File: config.mk
export PLATFORM = sky130hd
export DESIGN_NAME = store_buffer_flat
export DESIGN_NICKNAME = d
export VERILOG_FILES = /design/src/rtl/store_buffer_if.sv /design/src/rtl/store_buffer.sv /design/src/flat_wrapper.sv
export SDC_FILE = /design/constraint.sdc
export NUM_CORES = 1
export LEC_CHECK = 0
export ABC_AREA = 0
export CORE_AREA = 2 2 188 236
export CTS_CLUSTER_SIZE = 40
export DETAILED_ROUTE_END_ITERATION = 8
export DIE_AREA = 0 0 190 238
export GPL_TIMING_DRIVEN = 0
export MAX_ROUTING_LAYER = met4
export PLACE_DENSITY = 0.7
export SLEW_MARGIN = 20
export SYNTH_ARGS = -nofsm -noshare
export SYNTH_HDL_FRONTEND = slang
export SYNTH_SLANG_ARGS = --single-unit
File: constraint.sdc
create_clock -name clk -period 4.6 [get_ports clk]
set_input_delay 0.69 -clock clk [delete_from_list [all_inputs] [get_ports clk]]
set_output_delay 0.69 -clock clk [all_outputs]
set_load 0.05 [all_outputs]
File: src/rtl/store_buffer_if.sv
// M-stage / DM port bundle for the posted-write store buffer.
// The master side is the M stage (and testbench); the slave side is the buffer.
interface store_buffer_if #(
  parameter int unsigned DEPTH = 4
);
  logic                      st_valid;
  logic [31:0]               st_addr;
  logic [31:0]               st_data;
  logic [1:0]                st_op;
  logic [31:0]               st_pc;
  logic                      ld_valid;
  logic [31:0]               ld_addr;
  logic [1:0]                ld_op;
  logic                      stall;
  logic                      dm_we;
  logic [31:0]               dm_addr;
  logic [31:0]               dm_wd;
  logic [1:0]                dm_op;
  logic [31:0]               dm_pc;
  logic [$clog2(DEPTH):0]    count;
  logic                      full;
  logic                      empty;

  modport master (
    output st_valid, st_addr, st_data, st_op, st_pc, ld_valid, ld_addr, ld_op,
    input  stall, dm_we, dm_addr, dm_wd, dm_op, dm_pc, count, full, empty
  );

  modport slave (
    input  st_valid, st_addr, st_data, st_op, st_pc, ld_valid, ld_addr, ld_op,
    output stall, dm_we, dm_addr, dm_wd, dm_op, dm_pc, count, full, empty
  );
endinterface

File: src/rtl/store_buffer.sv
// Posted-write FIFO between M stage and DM: drains in order when the port is idle,
// stalls loads that hit a pending store word until that store has drained.
module store_buffer #(
  parameter int unsigned DEPTH = 4
) (
  input  logic           clk,
  input  logic           reset,
  store_buffer_if.slave  bus
);
  localparam int unsigned PtrW = $clog2(DEPTH);

  logic [31:0]      addr_q [DEPTH];
  logic [31:0]      data_q [DEPTH];
  logic [1:0]       op_q   [DEPTH];
  logic [31:0]      pc_q   [DEPTH];
  logic [DEPTH-1:0] valid_q;
  logic [PtrW-1:0]  head_q, tail_q;
  logic [PtrW:0]    count_q;

  logic full, empty, hit, enq, deq;

  assign full  = (count_q == (PtrW + 1)'(DEPTH));
  assign empty = (count_q == '0);
  assign enq   = bus.st_valid && !full;
  assign deq   = bus.dm_we;

  // Word-granular match: sub-word stores anywhere in the word still block the load.
  always_comb begin
    hit = 1'b0;
    for (int i = 0; i < DEPTH; i++) begin
      if (valid_q[i] && (addr_q[i][31:2] == bus.ld_addr[31:2])) hit = 1'b1;
    end
    hit = hit && bus.ld_valid;
  end

  always_comb begin
    bus.dm_we   = 1'b0;
    bus.dm_addr = bus.ld_addr;
    bus.dm_op   = bus.ld_op;
    bus.dm_wd   = '0;
    bus.dm_pc   = '0;
    if (!(bus.ld_valid && !hit) && !empty) begin
      bus.dm_we   = 1'b1;
      bus.dm_addr = addr_q[head_q];
      bus.dm_wd   = data_q[head_q];
      bus.dm_op   = op_q[head_q];
      bus.dm_pc   = pc_q[head_q];
    end
  end

  assign bus.stall = (bus.st_valid && full) || hit;
  assign bus.count = count_q;
  assign bus.full  = full;
  assign bus.empty = empty;

  always_ff @(posedge clk or negedge reset) begin
    if (!reset) begin
      valid_q <= '0;
      head_q  <= '0;
      tail_q  <= '0;
      count_q <= '0;
    end else begin
      // head == tail with both enq and deq cannot occur: that needs empty or full.
      if (enq) begin
        valid_q[tail_q] <= 1'b1;
        tail_q          <= tail_q + PtrW'(1);
      end
      if (deq) begin
        valid_q[head_q] <= 1'b0;
        head_q          <= head_q + PtrW'(1);
      end
      count_q <= count_q + (PtrW + 1)'(enq) - (PtrW + 1)'(deq);
    end
  end

  always_ff @(posedge clk) begin
    if (enq) begin
      addr_q[tail_q] <= bus.st_addr;
      data_q[tail_q] <= bus.st_data;
      op_q[tail_q]   <= bus.st_op;
      pc_q[tail_q]   <= bus.st_pc;
    end
  end
endmodule

File: src/flat_wrapper.sv
// flat-port wrapper written by rule: the top's interface ports become plain ports
module store_buffer_flat 
#(
  parameter int unsigned DEPTH = 4
)
  (clk, reset, bus_st_valid, bus_st_addr, bus_st_data, bus_st_op, bus_st_pc, bus_ld_valid, bus_ld_addr, bus_ld_op, bus_stall, bus_dm_we, bus_dm_addr, bus_dm_wd, bus_dm_op, bus_dm_pc, bus_count, bus_full, bus_empty);
  store_buffer_if #(.DEPTH(DEPTH)) bus_i ();
  input  logic clk;
  input  logic reset;
  input wire logic [$bits(bus_i.st_valid)-1:0] bus_st_valid;
  input wire logic [$bits(bus_i.st_addr)-1:0] bus_st_addr;
  input wire logic [$bits(bus_i.st_data)-1:0] bus_st_data;
  input wire logic [$bits(bus_i.st_op)-1:0] bus_st_op;
  input wire logic [$bits(bus_i.st_pc)-1:0] bus_st_pc;
  input wire logic [$bits(bus_i.ld_valid)-1:0] bus_ld_valid;
  input wire logic [$bits(bus_i.ld_addr)-1:0] bus_ld_addr;
  input wire logic [$bits(bus_i.ld_op)-1:0] bus_ld_op;
  output wire logic [$bits(bus_i.stall)-1:0] bus_stall;
  output wire logic [$bits(bus_i.dm_we)-1:0] bus_dm_we;
  output wire logic [$bits(bus_i.dm_addr)-1:0] bus_dm_addr;
  output wire logic [$bits(bus_i.dm_wd)-1:0] bus_dm_wd;
  output wire logic [$bits(bus_i.dm_op)-1:0] bus_dm_op;
  output wire logic [$bits(bus_i.dm_pc)-1:0] bus_dm_pc;
  output wire logic [$bits(bus_i.count)-1:0] bus_count;
  output wire logic [$bits(bus_i.full)-1:0] bus_full;
  output wire logic [$bits(bus_i.empty)-1:0] bus_empty;
  assign bus_i.st_valid = bus_st_valid;
  assign bus_i.st_addr = bus_st_addr;
  assign bus_i.st_data = bus_st_data;
  assign bus_i.st_op = bus_st_op;
  assign bus_i.st_pc = bus_st_pc;
  assign bus_i.ld_valid = bus_ld_valid;
  assign bus_i.ld_addr = bus_ld_addr;
  assign bus_i.ld_op = bus_ld_op;
  assign bus_stall = bus_i.stall;
  assign bus_dm_we = bus_i.dm_we;
  assign bus_dm_addr = bus_i.dm_addr;
  assign bus_dm_wd = bus_i.dm_wd;
  assign bus_dm_op = bus_i.dm_op;
  assign bus_dm_pc = bus_i.dm_pc;
  assign bus_count = bus_i.count;
  assign bus_full = bus_i.full;
  assign bus_empty = bus_i.empty;
  store_buffer #(.DEPTH(DEPTH)) u_core (.clk(clk), .reset(reset), .bus(bus_i));
endmodule
==> results.sh <==
export IMPL_status="finished, final reports clean"
export IMPL_setup_viol=0
export IMPL_grt_max_degree=44
export IMPL_die_height_um=238
export IMPL_layout_cells_non_filler=1731
export IMPL_cts_tree="built"
export IMPL_clkPwrFrac_pct=23.9
export IMPL_grt_antenna_before_repair=5
export IMPL_synth_async_reset_ratio_pct=2.73
export IMPL_dp_slack_ns=0.0342
export IMPL_synth_warning_count=0
export IMPL_setup_reg_to_reg_worst_slack_ns=0.90
export IMPL_critical_path_buf_inv_count=3
export IMPL_vias_in_the_first_global_route=9531
export IMPL_fin_util_pct=50.1
export IMPL_route_antenna_remaining_nets=0
export IMPL_clockRootBuffer="clkbuf_16"
export IMPL_cts_hold_buffers_added=0
export IMPL_synth_enable_flop_cells=392
export IMPL_timing_final_max_slew_violations=0
export IMPL_crit_chain="xnor2_1, nand3_1, nor4_1, a22o_1, o31ai_4, buf_6, buf_2, nor2b_1, clkdlybuf4s50_1"
export IMPL_worst_endpoint_required_ns=3.91
export IMPL_tightestPinTransition_ns=1.02
export IMPL_drt_vias_per_instance=5.12
export IMPL_clock_tree_htree_level_count=2
export IMPL_place_gp_congestion=0.901
export IMPL_yosys_top_cells_area="edfxtp_1 69%, mux4_2 13%, xnor2_1 6.4%"
export IMPL_die_width_um=190
export IMPL_clk_pin_slew_worst_paths_ns=0.06
export IMPL_synth_distinct_cells=25
export IMPL_finalClockSkew_ns=0.0244
export IMPL_synth_simple_gate_area_share_pct=4.12
export IMPL_dpl_hpwl_um=27200
export IMPL_synth_cell_area_um2=17100
export IMPL_cts_setup_buffers=0
export IMPL_worst_slack_ns=0.0387
export IMPL_synthToLayoutAreaGrowth_pct=25.9
export IMPL_cts_buffers_inserted=40
export IMPL_placed_cells_incl_taps=1656
export IMPL_final_min_period_over_clock_period_pct=99.2
export IMPL_timing_max_cap_violations=0
export IMPL_dpl_cell_area_um2=20100
export IMPL_max_stage_delay_ns=0.82
export IMPL_hold_path_class="reg -> reg"
export IMPL_synth_mux_area_share_pct=15.3
export IMPL_final_period_minus_worst_setup_slack_ns=4.56
export IMPL_synth_fa_ha_area_share_pct=0.851
export IMPL_cell_internal_pwr_uw=9090
export IMPL_first_pass_iters=5
export IMPL_cts_max_path_buffers=3
export IMPL_hp_start="u_core.bus.count[2]$_DFF_PN0_"
export IMPL_synth_most_common_cell="edfxtp_1"
export IMPL_p_leak_uw=0.00715
export IMPL_overall_die_area_um2=45200
export IMPL_synth_compound_gate_area_share_pct=0.492
export IMPL_clock_latency_ns=0.54
export IMPL_cp_arrival_ns=3.87
export IMPL_p_sw_uw=4880
export IMPL_final_cell_area_um2=21500
export IMPL_number_of_nets_in_the_layout=1280
export IMPL_hold_viol=0
export IMPL_detail_route_wl_per_cell_um=23.0
export IMPL_synth_main_ff_cell="edfxtp_1"
export IMPL_critical_path_slowest_cell="clkdlybuf4s50_1"
export IMPL_route_vias_total=8865
export IMPL_post_synth_xor_area_fraction_pct=6.37
export IMPL_critPathCaptureType="primary output"
export IMPL_starting_density_of_the_core_pct=39.8
export IMPL_synth_top_cells_by_count="392 x edfxtp_1, 124 x xnor2_1, 98 x mux4_2, 65 x nor2b_1"
export IMPL_clock_sinks=403
export IMPL_slew_headroom_pct=31.8
export IMPL_wl_um=39900
export IMPL_power_sequential_fraction_pct=36.4
export IMPL_fraction_of_the_yosys_area_taken_by_sequential_cells_pct=70.7
export IMPL_timing_fmax_mhz=219
export IMPL_placementRows=85
export IMPL_post_route_cells_drive_above_1_share_pct=21.0
export IMPL_critPathTopFamily="buffers and inverters"
export IMPL_syn_avg_cell_area_um2=19.5
export IMPL_worstSetupPathType="reg -> out"
export IMPL_power_density_cell_area_nw_per_um2=651
export IMPL_port_buffers=210
export IMPL_crit_start="u_core.addr_q[2][11]$_DFFE_PP_"
export IMPL_grt_overflow_total=0
export IMPL_yosysTopAreaCellShare_pct=69.0
export IMPL_crit_fanout=10
export IMPL_power_switching_fraction_pct=34.9
export IMPL_drc=0
export IMPL_syn_inst=873
export IMPL_initialDrtViolationCount=607
export IMPL_timing_rr_start="u_core.addr_q[2][11]$_DFFE_PP_"
export IMPL_main_combinational_cell_family_by_area_after_synthesis="multiplexers"
export IMPL_floorplan_io_pins=241
export IMPL_synth_seq_cells=403
export IMPL_synth_largest_area_cell="edfxtp_1"
export IMPL_synth_nets=1020
export IMPL_total_routing_resource_utilization_after_global_routing_pct=18.1
export IMPL_crit_path_start_kind="flop"
export IMPL_placeableCoreArea_um2=42900
export IMPL_grt_first_pass_wirelength_um=58800
export IMPL_ir_drop_v=0.000392
export IMPL_pwr_share_comb_pct=39.6
path summary, 6_finish.rpt:
kind	end	cells after the start
max	bus_dm_pc[2]	9
min	u_core.bus.count[2]$_DFF_PN0_	1
max reg2reg	u_core.bus.count[2]$_DFF_PN0_	15
min reg2reg	u_core.bus.count[2]$_DFF_PN0_	1
max in group asynchronous	u_core.head_q[1]$_DFFE_PN0P_	1
min in group asynchronous	u_core.valid_q[2]$_DFF_PN0_	1
layout make-up:
| class | count | area, um2 |
|---|---|---|
| clock inverters | 21 | 260 |
| inverters | 15 | 56.3 |
| diodes | 5 | 12.5 |
| well taps | 565 | 707 |
| clock buffers | 49 | 1080 |
| fillers | 3465 | 21400 |
| repair buffers | 218 | 2350 |
| plain buffers | 64 | 332 |
| multi-input cells | 391 | 4630 |
| flip-flops and latches | 403 | 12000 |
layer usage:
layer | wire, um | global-route usage [%] | vias up
met1 | 16100 | 22.2 | 4530
met2 | 20400 | 30.6 | 326
met5 | 0 | - | -
met4 | 1090 | 5.99 | 0
met3 | 2280 | 3.24 | 58
li1 | - | - | 3951
placed cells by master, fill, tap and decap left out, types with 17 or more instances in the layout:
cell and instances:
buf_2 35, clkbuf_1 25, clkbuf_16 42, clkdlybuf4s50_1 179, dlymetal6s2s_1 17, edfxtp_1 392
mux2_2 35, mux4_2 98, nand4_1 28, nor2b_1 65, xnor2_1 124
flip-flops by register name, summed over array words and instances, names as in the netlist:
name and cells:
u_core.bus.count 3, u_core.op_q 8, u_core.addr_q 128, u_core.pc_q 128, u_core.tail_q 2, u_core.valid_q 4, u_core.head_q 2, u_core.data_q 128
kinds of logic after synthesis:
group	count (synthesis)
and+or+nand+nor	114
muxes	133
buffers and inverters	79
AOI/OAI and AO/OA	9
adders and majority gates	11
xor gates and xnor gates	124
DFF	403
worst register-to-register path: stages (launching register included):
cell and delay, ns:
edfxtp_1 0.40, xnor2_1 0.39, nand3_1 0.16, nor4_1 0.52, a22o_1 0.32, o31ai_4 0.16
buf_6 0.24, buf_6 0.17, inv_1 0.09, ha_1 0.23, inv_1 0.05, ha_1 0.12
inv_1 0.05, fa_1 0.40, xnor2_1 0.15, xnor2_1 0.13
timing repair:
| item | 4_1_cts | 5_1_grt |
|---|---|---|
| endpoints found under the setup margin | 20 | 26 |
| pin swaps | 0 | 0 |
| endpoints found under the hold margin | 0 | 0 |
| gates resized for setup | 15 | 20 |
power by group through the flow:
stage / combinational (uW) / clock, uW / sequential (uW)
after global routing: 5850 / 3540 / 5150
after global placement: 5520 / 0 / 5280
after floorplan: 3740 / 0 / 5210
after detailed placement: 5670 / 0 / 5170
final: 5540 / 3340 / 5090
after CTS: 5660 / 3410 / 5090
stage by stage:
stage	power, uW	hold slack [ns]	setup TNS (ns)
floorplan	8950	0.394	0
global placement	10800	0.499	-728.88
detailed placement	10800	0.501	0
CTS	14200	0.515	0
global route	14500	0.552	-0.0400
finish	14000	0.516	0
Note: power is estimated with default switching activity, not from simulation.
